<file path="src/rtl/horner_sequencer.sv">
// horner_sequencer
// ----------------
// Control sequencer for the ADC correction datapath. A shared multiplier,
// adder and accumulator evaluate the correction polynomial by Horner's rule.
// For each accepted sample this block clears the accumulator and then issues
// ORDER+1 multiply-add steps. The coefficient select counts down from ORDER
// to 0. It pulses srdyo when the result is ready and keeps sticky flags for
// overrun and stalled-datapath errors.
//
// Ports
//   clk          system clock, rising edge
//   GlobalReset  asynchronous reset, active low
//   srdyi        new sample valid (accepted only while busy is low)
//   add_done_i   adder result valid, one-cycle pulse
//   clr_err_i    clears the sticky error flags
//   x_load       capture the input sample into the multiplier x register
//   sum_rst      clear the accumulator to 0
//   mul_srdy_o   launch one multiply-add step
//   sum_en       accumulator captures the adder result (WAIT & add_done_i)
//   coeff_sel    coefficient index for the current step
//   busy         evaluation in progress (LOAD, ISSUE, WAIT)
//   srdyo        final result valid in the accumulator, one-cycle pulse
//   overrun_err  sticky: srdyi arrived while busy
//   timeout_err  sticky: adder did not answer within TIMEOUT WAIT cycles

module horner_sequencer #(
  parameter int ORDER   = 9,
  parameter int SEL_W   = 4,
  parameter int TIMEOUT = 63
) (
  input  logic             clk,
  input  logic             GlobalReset,
  input  logic             srdyi,
  input  logic             add_done_i,
  input  logic             clr_err_i,
  output logic             x_load,
  output logic             sum_rst,
  output logic             mul_srdy_o,
  output logic             sum_en,
  output logic [SEL_W-1:0] coeff_sel,
  output logic             busy,
  output logic             srdyo,
  output logic             overrun_err,
  output logic             timeout_err
);

  // The counter only has to reach TIMEOUT-1.
  localparam int CNT_W = $clog2(TIMEOUT + 1);

  typedef enum logic [2:0] {
    ST_IDLE,
    ST_LOAD,
    ST_ISSUE,
    ST_WAIT,
    ST_DONE
  } state_t;

  state_t           state_q, state_d;
  logic [SEL_W-1:0] sel_q, sel_d;
  logic [CNT_W-1:0] cnt_q, cnt_d;
  logic             x_load_q, x_load_d;
  logic             sum_rst_q, sum_rst_d;
  logic             mul_srdy_q, mul_srdy_d;
  logic             busy_q, busy_d;
  logic             srdyo_q, srdyo_d;
  logic             overrun_q, overrun_d;
  logic             timeout_q, timeout_d;
  logic             timeout_evt;
  logic             overrun_evt;

  // Next-state logic. The coefficient select is loaded with ORDER when a
  // sample is accepted. It is decremented only when the adder answers, so it
  // holds steady from ISSUE through the add_done_i cycle of its step.
  always_comb begin
    state_d     = state_q;
    sel_d       = sel_q;
    cnt_d       = cnt_q;
    timeout_evt = 1'b0;
    case (state_q)
      ST_IDLE: begin
        if (srdyi) begin
          state_d = ST_LOAD;
          sel_d   = SEL_W'(ORDER);
        end
      end
      ST_LOAD: begin
        cnt_d   = '0;
        state_d = ST_ISSUE;
      end
      ST_ISSUE: begin
        cnt_d   = '0;
        state_d = ST_WAIT;
      end
      ST_WAIT: begin
        cnt_d = cnt_q + 1'b1;
        if (add_done_i) begin
          if (sel_q == '0) begin
            state_d = ST_DONE;
          end else begin
            sel_d   = sel_q - 1'b1;
            state_d = ST_ISSUE;
          end
        end else if (cnt_q == CNT_W'(TIMEOUT - 1)) begin
          // This is the TIMEOUT-th silent WAIT cycle, so abort. The
          // accumulator keeps whatever it holds and no srdyo is produced.
          state_d     = ST_IDLE;
          cnt_d       = '0;
          timeout_evt = 1'b1;
        end
      end
      ST_DONE: begin
        // busy is low in DONE, so a new sample can start back-to-back.
        if (srdyi) begin
          state_d = ST_LOAD;
          sel_d   = SEL_W'(ORDER);
        end else begin
          state_d = ST_IDLE;
        end
      end
      default: begin
        state_d = ST_IDLE;
      end
    endcase
  end

  // The Moore outputs are decoded from the next state and then registered.
  // Each one is then a clean flop that tracks the state register exactly.
  // An error event has priority over a clear that arrives in the same cycle.
  always_comb begin
    x_load_d    = (state_d == ST_LOAD);
    sum_rst_d   = (state_d == ST_LOAD);
    mul_srdy_d  = (state_d == ST_ISSUE);
    busy_d      = (state_d == ST_LOAD) || (state_d == ST_ISSUE) || (state_d == ST_WAIT);
    srdyo_d     = (state_d == ST_DONE);
    overrun_evt = srdyi && busy_q;
    overrun_d   = overrun_evt || (overrun_q && !clr_err_i);
    timeout_d   = timeout_evt || (timeout_q && !clr_err_i);
  end

  always_ff @(posedge clk or negedge GlobalReset) begin
    if (!GlobalReset) begin
      state_q    <= ST_IDLE;
      sel_q      <= '0;
      cnt_q      <= '0;
      x_load_q   <= 1'b0;
      sum_rst_q  <= 1'b0;
      mul_srdy_q <= 1'b0;
      busy_q     <= 1'b0;
      srdyo_q    <= 1'b0;
      overrun_q  <= 1'b0;
      timeout_q  <= 1'b0;
    end else begin
      state_q    <= state_d;
      sel_q      <= sel_d;
      cnt_q      <= cnt_d;
      x_load_q   <= x_load_d;
      sum_rst_q  <= sum_rst_d;
      mul_srdy_q <= mul_srdy_d;
      busy_q     <= busy_d;
      srdyo_q    <= srdyo_d;
      overrun_q  <= overrun_d;
      timeout_q  <= timeout_d;
    end
  end

  // sum_en must land in the same cycle as the adder pulse, so it is the
  // only output that is not registered.
  assign sum_en      = (state_q == ST_WAIT) && add_done_i;
  assign x_load      = x_load_q;
  assign sum_rst     = sum_rst_q;
  assign mul_srdy_o  = mul_srdy_q;
  assign coeff_sel   = sel_q;
  assign busy        = busy_q;
  assign srdyo       = srdyo_q;
  assign overrun_err = overrun_q;
  assign timeout_err = timeout_q;

endmodule

</file>
<file path="config.mk">
export PLATFORM = sky130hd
export DESIGN_NAME = horner_sequencer
export DESIGN_NICKNAME = d
export VERILOG_FILES = /design/src/rtl/horner_sequencer.sv
export SDC_FILE = /design/constraint.sdc
export NUM_CORES = 1
export LEC_CHECK = 0
export CAP_MARGIN = 20
export CORE_MARGIN = 2
export CORE_UTILIZATION = 55
export DETAILED_ROUTE_END_ITERATION = 12
export DONT_BUFFER_PORTS = 1
export PLACE_DENSITY = 0.7
export SLEW_MARGIN = 5
export SYNTH_ARGS = -nofsm -noshare
export SYNTH_HDL_FRONTEND = slang
export SYNTH_SLANG_ARGS = --single-unit
</file>
<file path="constraint.sdc">
create_clock -name clk -period 2.2 [get_ports clk]
set_clock_uncertainty 0.05 [all_clocks]
set_input_delay 0.33 -clock clk [delete_from_list [all_inputs] [get_ports clk]]
set_output_delay 0.33 -clock clk [all_outputs]
set_load 0.02 [all_outputs]
</file>
==> results.yml <==
status:
  run_status: "finished clean"
placed_design:
  dpl.hpwl_um: 1130
  port_buffers: 0
  preCtsSetupSlack_ps: 443
  gp_congestion: 0.739
timing:
  period_share_pct: 80.5
  max_freq_ghz: 0.565
  fin_worst_hold_slack_ps: 63.1
  final-hold-violation-count: 0
  fin_ws_ps: 429
  rsz0062_at_grt: "no"
  worstMarginPinSlew_ps: 813
  slew_violations: 0
  fin_tns_setup_ps: 0
  slew_headroom_pct: 45.6
  fin_crit_ps: 1770
  setup_violations: 0
pwr:
  swShare_pct: 42.9
  pwr-share-comb_pct: 30.4
  p_per_area_nw_per_um2: 1240
  intPower_w: 0.000669
  pwr-share-clk_pct: 14.5
  leakage_nw: 0.469
  switching_power_w: 0.000502
  irDropWorstVdd_v: 0.000724
  seqPwrFrac_pct: 55.2
route:
  vias: 628
  drcViolationCount: 0
  routed_wirelength_um: 1510
  wl_met2_um: 610
  wl_per_cell_um: 14.0
  top_signal_layer_used: "met4"
  drtAntennaViolNets: 0
  met1_length_um: 779
  via_per_inst: 5.81
  detail_route.first_pass.iterations: 4
  route.met3.wl_um: 97
  dr.first_iter.drc_count: 8
clock_network:
  numClockSinks: 19
  cts_tree: "yes"
  clkLatencyLatePin_ps: 290
  clk_path_buf_depth: 2
  cts.clk_slew.worst_paths_ps: 110
  post-cts-setup-buffer-count: 0
  cts_buffers: 3
  htree_levels: 1
  cts-root-buf: "clkbuf_4"
yosys:
  synth_fa_ha_area_share_pct: 4.20
  ys_ff_latch: 19
  synth_xor_area_share_pct: 0.979
  ys.flop_type: "dfrtp_1"
  synth_edf_count: 0
  netlist_instances: 88
  synth_compound_area_share_pct: 14.4
  synth_simple_gate_area_share_pct: 20.0
  ys_warn_count: 0
  synth_nets: 96
  synth_top_family_by_area: "simple AND/OR/NAND/NOR gates"
  ys_types: 29
  synth.avg_cell_area_um2: 10.2
  synthesis.area_um2: 895
  seq_area_frac_synth_pct: 53.1
  async_flop_share_pct: 100
  synthMuxAreaShare_pct: 2.24
global_routing:
  grt_max_degree: 20
  grt_pass1_vias: 582
  grt_pass1_wl_um: 2480
  antenna_found_initial: 0
  gr-total-overflow: 0
  grt_use_total_pct: 17.8
finish:
  area_growth_pct: 5.59
  final_nets: 101
  drive_gt1_share_pct: 6.52
  diodes: 0
run:
  cap_violations: 0
critical_path:
  cp_max_fo: 5
  crit_type: "reg2reg"
  critical_path.top_delay_family: "flip-flops"
  end_kind: "flop"
  path_buf_inv: 1
  slowest_stage: "dfrtp_1"
  max_stage_delay_ps: 500
  cp_num_cells: 6
  startpoint_type: "flop"
  worstRegToRegCells: 6
  required_ps: 2320
  crit_arrival_ps: 1890
  worstPathCellList: "inv_1 -> ha_1 -> nor3b_1 -> a41oi_1 -> o21ai_0 -> nor2_1"
floorplan:
  start_util_pct: 58.7
  io_pins: 17
  core_area_um2: 1520
  die-area_um2: 1970
  fp.dieH_um: 44.3
  die_x_um: 44.3
  placementRows: 14
hold_path:
  whs_path_depth: 1
  hp-class: "in2reg"
layout make-up:
type	instances	area, um2
tap	16	20.0
clock buffer	3	22.5
clock inverter	1	5.00
inverter	10	37.5
fill	123	579
multi-input combinational	58	374
sequential	19	475
timing repair buffer	1	10.0
layout by cell type (no fill, tap or decap), drive strengths merged:
cell	instances
a21o	2
a21oi	1
a311o	1
a31oi	1
a41o	1
a41oi	1
and2	2
and3	1
clkbuf	3
clkinv	1
dfrtp	19
dlygate4sd3	1
ha	3
inv	10
mux2i	2
nand2	10
nand2b	2
nand3	4
nand3b	1
nand4	1
nand4b	1
nor2	4
nor3	1
nor3b	2
o211ai	1
o21ai	8
o21bai	2
o22ai	1
or3	3
or4	1
xor2	1
per-stage QoR:
| step | total power [W] | instance area, um2 | cells | utilization (%) |
|---|---|---|---|---|
| final | 0.00117 | 945 | 108 | 62.0 |
| after global routing | 0.00127 | 945 | 108 | 62.0 |
| after CTS | 0.00118 | 945 | 108 | 62.0 |
| after detailed placement | 0.00100 | 907 | 103 | 59.5 |
| after global placement | 0.000991 | 907 | 103 | 59.5 |
| after floorplan | 0.000914 | 895 | 88 | - |
logic make-up after synthesis:
logic type	after synthesis
compound gates	19
xor+xnor	1
fa+ha+maj	3
buf+inv	11
flops	19
mux	2
simple gates	33
per-layer routing:
metal / vias up / track usage [%]
met5: - / 0
met3: 4 / 6.12
met2: 16 / 24.7
met1: 287 / 25.3
met4: 0 / 7.27
li1: 321 / -
path summary, 6_finish.rpt:
kind	start	to	slack, ps
setup reg to reg	coeff_sel[0]	mul_srdy_o	430
max in group asynchronous	GlobalReset	mul_srdy_o	1080
hold reg to reg	cnt_q[4]	cnt_q[4]	500
hold / removal	clr_err_i	overrun_err	60
setup / recovery	coeff_sel[0]	mul_srdy_o	430
min in group asynchronous	GlobalReset	overrun_err	510
synth_stat cells (all sizes together), types with 2 or more instances:
cell type   n  share of area (%)
or3         3                2.1
nand2b      2                1.4
nor2        4                1.7
mux2i       2                2.2
nor3b       2                1.7
o21bai      2                1.7
and2        2                1.4
dfrtp      19                 53
nand2      10                4.2
inv        10                4.2
o21ai       8                4.5
ha          3                4.2
nand3       4                2.2
a21o        2                1.7
state kept, by name, summed over array words and instances, names as in the netlist:
signal	count
busy	1
timeout_err	1
state_q	3
coeff_sel	4
srdyo	1
cnt_q	6
mul_srdy_o	1
sum_rst	1
overrun_err	1
power by group through the flow:
stage / Clock [W] / Combinational, W / Sequential, W
2_1_floorplan: 0 / 0.000295 / 0.000619
3_3_place_gp: 0 / 0.000343 / 0.000647
3_5_place_dp: 0 / 0.000352 / 0.000650
4_1_cts: 0.000176 / 0.000361 / 0.000644
5_1_grt: 0.000189 / 0.000415 / 0.000663
6_report: 0.000169 / 0.000356 / 0.000646
timing repair:
action / CTS / global route
gates resized for setup: 0 / 0
hold buffers: 1 / 0
hold endpoints to repair: 19 / 0
Power figures use the tool's default switching activity.
